$ cat src/rtl/seq_mul_engine_pkg.sv
// Shared types and sizing helpers for the sequential multiply engine.
package seq_mul_pkg;

    typedef enum logic [2:0] {
        IDLE,
        LOAD_A,
        LOAD_B,
        MUL,
        STORE,
        DONE
    } state_t;

    function automatic int op_bytes(input int op_w);
        return op_w / 8;
    endfunction

    // Cycles spent on one operand pair: two loads, OP_W+1 Booth cycles, store.
    function automatic int pair_latency(input int op_w);
        return 4 * op_bytes(op_w) + op_w + 1;
    endfunction

    localparam int PAIR_LAT_DEFAULT = pair_latency(16);

endpackage

$ cat src/rtl/seq_mul_engine_booth.sv
// Iterative radix-2 Booth multiplier: the start edge performs step 1, then one step per cycle.
module booth_mul_iter
    import seq_mul_pkg::*;
#(
    parameter int OP_W = 16
) (
    input  logic              clk,
    input  logic              reset,
    input  logic              start,
    input  logic [OP_W:0]     a_ext,
    input  logic [OP_W:0]     b_ext,
    output logic              busy,
    output logic              valid,
    output logic [2*OP_W-1:0] product
);
    localparam int XW = OP_W + 1;
    localparam int RW = 2 * XW + 2;
    localparam int SW = $clog2(OP_W + 1);

    // r = {acc (XW+1 bits, one guard bit), multiplier q (XW bits), q_minus_1}
    logic [RW-1:0] r;
    logic [XW-1:0] m;
    logic [SW-1:0] steps;

    function automatic logic [RW-1:0] booth_step(input logic [RW-1:0] cur, input logic [XW-1:0] mc);
        logic [XW:0] acc;
        logic [XW:0] mx;
        acc = cur[RW-1 -: XW+1];
        mx  = {mc[XW-1], mc};
        case (cur[1:0])
            2'b01:   acc = acc + mx;
            2'b10:   acc = acc - mx;
            default: acc = acc;
        endcase
        return {acc[XW], acc, cur[XW:1]};
    endfunction

    always_ff @(posedge clk) begin
        if (reset) begin
            r     <= '0;
            m     <= '0;
            steps <= '0;
            busy  <= 1'b0;
            valid <= 1'b0;
        end else begin
            valid <= 1'b0;
            if (start) begin
                r     <= booth_step({{(XW+1){1'b0}}, b_ext, 1'b0}, a_ext);
                m     <= a_ext;
                steps <= SW'(OP_W - 1);
                busy  <= 1'b1;
            end else if (busy) begin
                r <= booth_step(r, m);
                if (steps == '0) begin
                    busy  <= 1'b0;
                    valid <= 1'b1;
                end else begin
                    steps <= steps - 1'b1;
                end
            end
        end
    end

    assign product = r[2*OP_W:1];

endmodule

$ cat src/rtl/seq_mul_engine.sv
// Memory-walking multiply engine: loads operand pairs, Booth-multiplies, stores products big-endian.
// Optional cycle_cnt output enabled by macro SEQ_MUL_CYCLE_CNT_EN.
//   state  | meaning
//   IDLE   | held in reset, waiting for the first low-reset edge
//   LOAD_A | capture operand A, MS byte first
//   LOAD_B | capture operand B; Booth start on its last byte
//   MUL    | Booth iterations, left on the multiplier's valid pulse
//   STORE  | write product bytes, MS byte first
//   DONE   | run finished, no memory access
module seq_mul_engine
    import seq_mul_pkg::*;
#(
    parameter int OP_W     = 16,
    parameter int NPAIRS   = 16,
    parameter int AW       = 8,
    parameter int SRC_BASE = 0,
    parameter int DST_BASE = 64
) (
    input  logic          clk,
    input  logic          reset,
    input  logic          signed_mode,
    output logic [AW-1:0] mem_addr,
    input  logic [7:0]    mem_rd_data,
    output logic          mem_wr_en,
    output logic [7:0]    mem_wr_data,
    output logic          done
`ifdef SEQ_MUL_CYCLE_CNT_EN
    ,
    output logic [15:0]   cycle_cnt
`endif
);
    localparam int OB = op_bytes(OP_W);
    localparam int CW = $clog2(OP_W + 1);
    localparam int PW = (NPAIRS > 1) ? $clog2(NPAIRS) : 1;
    localparam logic [AW-1:0] STRIDE = AW'(2 * OB);

    state_t            state;
    state_t            next_state;
    logic [CW-1:0]     cnt;
    logic [CW-1:0]     cnt_load;
    logic [PW-1:0]     pair;
    logic [AW-1:0]     src_ptr;
    logic [AW-1:0]     dst_ptr;
    logic              mode;
    logic [OP_W-1:0]   a_reg;
    logic [OP_W-1:0]   b_reg;
    logic [OP_W-1:0]   b_full;
    logic [OP_W:0]     a_ext;
    logic [OP_W:0]     b_ext;
    logic              mul_start;
    logic              mul_busy;
    logic              mul_valid;
    logic [2*OP_W-1:0] product;
    logic              last_pair;

    assign last_pair = (pair == PW'(NPAIRS - 1));
    assign b_full    = (b_reg << 8) | OP_W'(mem_rd_data);
    assign a_ext     = {mode & a_reg[OP_W-1], a_reg};
    assign b_ext     = {mode & b_full[OP_W-1], b_full};
    assign mul_start = (state == LOAD_B) && (cnt == '0);

    booth_mul_iter #(.OP_W(OP_W)) u_booth (
        .clk     (clk),
        .reset   (reset),
        .start   (mul_start),
        .a_ext   (a_ext),
        .b_ext   (b_ext),
        .busy    (mul_busy),
        .valid   (mul_valid),
        .product (product)
    );

    always_ff @(posedge clk) begin
        if (reset) state <= IDLE;
        else       state <= next_state;
    end

    always_comb begin
        next_state = state;
        case (state)
            IDLE:    next_state = LOAD_A;
            LOAD_A:  if (cnt == '0) next_state = LOAD_B;
            LOAD_B:  if (cnt == '0) next_state = MUL;
            MUL:     if (mul_valid && !mul_busy) next_state = STORE;
            STORE:   if (cnt == '0) next_state = last_pair ? DONE : LOAD_A;
            DONE:    next_state = DONE;
            default: next_state = IDLE;
        endcase
    end

    always_comb begin
        mem_addr    = AW'(SRC_BASE);
        mem_wr_en   = 1'b0;
        mem_wr_data = 8'h00;
        done        = 1'b0;
        case (state)
            LOAD_A: mem_addr = src_ptr + AW'(OB - 1) - AW'(cnt);
            LOAD_B: mem_addr = src_ptr + AW'(2 * OB - 1) - AW'(cnt);
            STORE: begin
                mem_addr    = dst_ptr + AW'(2 * OB - 1) - AW'(cnt);
                mem_wr_en   = 1'b1;
                mem_wr_data = 8'(product >> {cnt, 3'b000});
            end
            DONE:    done = 1'b1;
            default: ;
        endcase
    end

    // Byte counter is a down-counter; its value is also the byte's position from the LS end.
    always_comb begin
        cnt_load = '0;
        case (next_state)
            LOAD_A, LOAD_B: cnt_load = CW'(OB - 1);
            STORE:          cnt_load = CW'(2 * OB - 1);
            default:        cnt_load = '0;
        endcase
    end

    always_ff @(posedge clk) begin
        if (reset) begin
            cnt     <= '0;
            pair    <= '0;
            src_ptr <= AW'(SRC_BASE);
            dst_ptr <= AW'(DST_BASE);
            mode    <= signed_mode;
            a_reg   <= '0;
            b_reg   <= '0;
        end else begin
            if (next_state != state) cnt <= cnt_load;
            else if (cnt != '0)      cnt <= cnt - 1'b1;
            if (state == LOAD_A) a_reg <= (a_reg << 8) | OP_W'(mem_rd_data);
            if (state == LOAD_B) b_reg <= b_full;
            if (state == STORE && cnt == '0) begin
                pair    <= pair + 1'b1;
                src_ptr <= src_ptr + STRIDE;
                dst_ptr <= dst_ptr + STRIDE;
            end
        end
    end

`ifdef SEQ_MUL_CYCLE_CNT_EN
    always_ff @(posedge clk) begin
        if (reset)
            cycle_cnt <= '0;
        else if (state != IDLE && state != DONE && cycle_cnt != 16'hFFFF)
            cycle_cnt <= cycle_cnt + 16'd1;
    end
`endif

endmodule

$ cat config.mk
export PLATFORM = sky130hd
export DESIGN_NAME = seq_mul_engine
export DESIGN_NICKNAME = d
export VERILOG_FILES = /design/src/rtl/seq_mul_engine_pkg.sv /design/src/rtl/seq_mul_engine_booth.sv /design/src/rtl/seq_mul_engine.sv
export SDC_FILE = /design/constraint.sdc
export NUM_CORES = 1
export LEC_CHECK = 0
export ABC_AREA = 1
export CORE_MARGIN = 3
export CORE_UTILIZATION = 55
export DETAILED_ROUTE_END_ITERATION = 8
export GPL_ROUTABILITY_DRIVEN = 0
export PLACE_DENSITY_LB_ADDON = 0.1
export SLEW_MARGIN = 40
export SYNTH_ARGS = -nofsm -noshare
export SYNTH_HDL_FRONTEND = slang
export SYNTH_SLANG_ARGS = --single-unit
export TNS_END_PERCENT = 20
$ cat constraint.sdc
create_clock -name clk -period 2.8 [get_ports clk]
set_clock_uncertainty 0.15 [all_clocks]
set_input_delay 0.56 -clock clk [delete_from_list [all_inputs] [get_ports clk]]
set_output_delay 0.56 -clock clk [all_outputs]
set_load 0.01 [all_outputs]
==> results by group <==
Route
  • Via Count: 7745
  • Pre-Repair DR Iteration Count: 8
  • Routed len/inst: 15.9 um
  • Drt drc: 0
  • Via/cell ratio: 5.62
  • Drt total wl: 21.9 mm
  • Final antenna-violating net count: 0
  • DRT iter0 DRCs: 720

Hold path
  • Hold crit path type: reg -> reg

Synthesis
  • Post-Syn Area per Cell: 6.57 um^2
  • Ys Warns: 0
  • Share of the yosys chip area belonging to registers: 0.298
  • Netlist area before placement: 7300 um^2
  • Synth cell types: 42
  • Post-synth net total: 1172
  • Dominant synthesized flop cell: dfxtp_1
  • FF+latch count, synth: 108
  • Synth Instances: 1111
  • Number of synthesized flops with an enable pin: 1
  • Ys async rst share: 0

Finish
  • Layout Nets: 1263
  • Max reg flops: 35
  • Commonest non-fill, non-tap cells in the layout: nand2_1 (210), inv_1 (113), o21ai_0 (109)
  • N_diodes: 0
  • Share of cells above drive strength 1: 0.199
  • Final instance area: 9120 um^2
  • Layout area overhead: 24.9%
  • Commonest non-fill, non-tap cell in the layout: nand2_1
  • Fillcell total: 1080

Die
  • Die area: 14700 um^2
  • Placeable Area: 12800 um^2
  • Chip width: 121 um
  • Core Rows: 41
  • Num ports: 29
  • Starting Density: 0.572
  • Chip height: 121 um

Clock tree
  • Clock slew at reported path FFs: 80 ps
  • CTS Hold Buffers Added: 0
  • TritonCTS clock tree: yes
  • Clock Latency Late Sink: 350 ps
  • Clk sinks: 108
  • Clock Path Buffers: 2
  • Root Driver: clkbuf_16
  • H-tree Lvls: 3
  • Num CTS Buffers: 9

GRT
  • Busiest metal layer after global routing: met2
  • Global routing met3 resource utilization: 0.0322
  • Largest net degree at the start of global routing: 45
  • Met1 usage: 0.372
  • Vias in the first global route: 7019
  • Wire length of the first global-routing pass: 34.6 mm
  • Grt total ovfl: 0
  • Met2 layer usage reported by global route: 0.512
  • GRT Overall Usage: 0.295
  • Initial antenna violation count: 0

Place
  • Post-DP HPWL: 16.0 mm
  • PortBufs: 28
  • Placed inst area: 8320 um^2

STA
  • RSZ-0062 raised after global routing: yes
  • Setup violators final: 13
  • Setup ws final: -234 ps
  • Worst-margin pin slew: 623 ps
  • Worst slew margin: 0.584
  • Final period utilization: 1.08
  • Fmax: 0.330 GHz
  • Final min period: 3030 ps
  • Setup TNS: -1190 ps
  • Slew Limit Fails: 0
  • Hold Fails Final Rpt: 0

Setup path
  • Critical-path top delay cell: fa_1
  • Crit path DAT: 2320 ps
  • WS Path Type: reg -> out
  • Crit. End Element: primary output
  • Worst path required time: 2090 ps
  • Startpoint Class: register
  • CP top delay family: adder cells
  • Critical Path Fanout Max: 3
  • Crit path cell chain: inv_2 -> ha_4 -> inv_1 -> fa_1 -> nor2_1 -> nor2_1 -> o21a_1 -> nor2_1 -> nor2_1 -> a21oi_1 -> o21ai_0 -> buf_2
  • Max stage delay on crit path: 450 ps
  • Crit-path most repeated cell: nor2_1
  • CP Buf/Inv Count: 3

Outcome
  • Failing checks: setup timing
  • Status: finished, violations left

Run
  • Max-cap violations: 0
## layer usage
| metal | share of wire | routed length (um) |
|---|---|---|
| met5 | 0 | 0 |
| met4 | 0.036 | 779 |
| met3 | 0.050 | 1100 |
| met2 | 0.49 | 10700 |
| met1 | 0.42 | 9280 |
## cells in the mapped netlist, types with 2 or more instances
| cell | n | share of area |
|---|---|---|
| nor2_2 | 6 | 0.0051 |
| inv_2 | 8 | 0.0041 |
| dfxtp_1 | 107 | 0.29 |
| nor2_4 | 3 | 0.0046 |
| xnor2_1 | 8 | 0.0096 |
| nand4_1 | 8 | 0.0069 |
| a31oi_1 | 25 | 0.021 |
| inv_1 | 126 | 0.065 |
| o21ai_0 | 118 | 0.081 |
| a21oi_1 | 117 | 0.080 |
| buf_1 | 4 | 0.0021 |
| xor2_1 | 25 | 0.030 |
| clkbuf_1 | 25 | 0.013 |
| nand2_1 | 225 | 0.12 |
| nand3_2 | 2 | 0.0027 |
| nor3_1 | 10 | 0.0069 |
| o221ai_1 | 4 | 0.0048 |
| o21ai_1 | 3 | 0.0021 |
| or2_2 | 5 | 0.0043 |
| nand3b_1 | 2 | 0.0021 |
| buf_2 | 11 | 0.0075 |
| nor2_1 | 111 | 0.057 |
| nor4_1 | 5 | 0.0043 |
| nand2_2 | 5 | 0.0043 |
| nand3_1 | 75 | 0.051 |
| fa_1 | 5 | 0.014 |
| ha_1 | 45 | 0.077 |
| o211ai_1 | 6 | 0.0062 |
| o21a_1 | 3 | 0.0031 |
| buf_4 | 2 | 0.0021 |
## cell families (layout without fill, tap and decap cells)
group                    after synthesis  in the layout  synth area share
flip-flops                           108            108             0.298
AND/OR/NAND/NOR                      462            462             0.274
buffers and inverters                178            274            0.0948
AO/OA/AOI/OAI                        280            280             0.203
XOR/XNOR                              33             33            0.0396
adder cells (fa/ha/maj)               50             50            0.0908
## layout make-up
class | count | area [um^2] | share of cell area
Clock buffer | 10 | 239 | 0.0262
Clock inverter | 6 | 70.1 | 0.00768
Inverter | 135 | 508 | 0.0557
Multi-Input combinational cell | 825 | 4890 | 0.536
Sequential cell | 108 | 2180 | 0.239
Tap cell | 172 | 215 | 0.0236
Timing Repair Buffer | 123 | 1020 | 0.112
## worst register-to-register path, cell delays in order, from the launching register on
cell,delay (ps)
dfxtp_2,330
inv_2,70
buf_4,100
buf_4,90
nand2_1,70
nor2_2,170
inv_1,80
o21ai_2,120
xor2_1,160
inv_1,100
ha_1,320
buf_4,160
nand2_1,80
inv_1,70
a21oi_2,170
nand2_1,120
nand2_1,100
nand2_1,50
nand2_1,50
nand3_1,70
a21oi_1,150
nor2_1,50
## final timing paths
check / slack [ps] / cells after the start / to / start
worst max-delay path: -230 / 12 / mem_addr[6] / cnt[3]
worst min register to register: 300 / 2 / u_booth.steps[4] / u_booth.steps[4]
worst max register to register: -120 / 21 / u_booth.r[33] / u_booth.m[0]
worst min-delay path: 300 / 2 / u_booth.steps[4] / u_booth.steps[4]
## repair_timing
action                                  CTS  global route
pin swaps                                 7            24
resized for setup                        65            75
endpoints found under the setup margin   27            21
cloned                                    0             0
buffers inserted                          0             8
## through the flow
step	utilization	hold slack [ps]	instances	worst slack (ps)
floorplan	-	272	1111	5.70
global placement	0.651	285	1355	-416
detailed placement	0.651	292	1355	-437
CTS	0.687	304	1371	-267
global route	0.714	335	1379	-364
finish	0.714	303	1379	-234
Power is left out: the tool's default activity adds up to more than one toggle a clock period on the data nets, which glitch-free logic cannot reach.
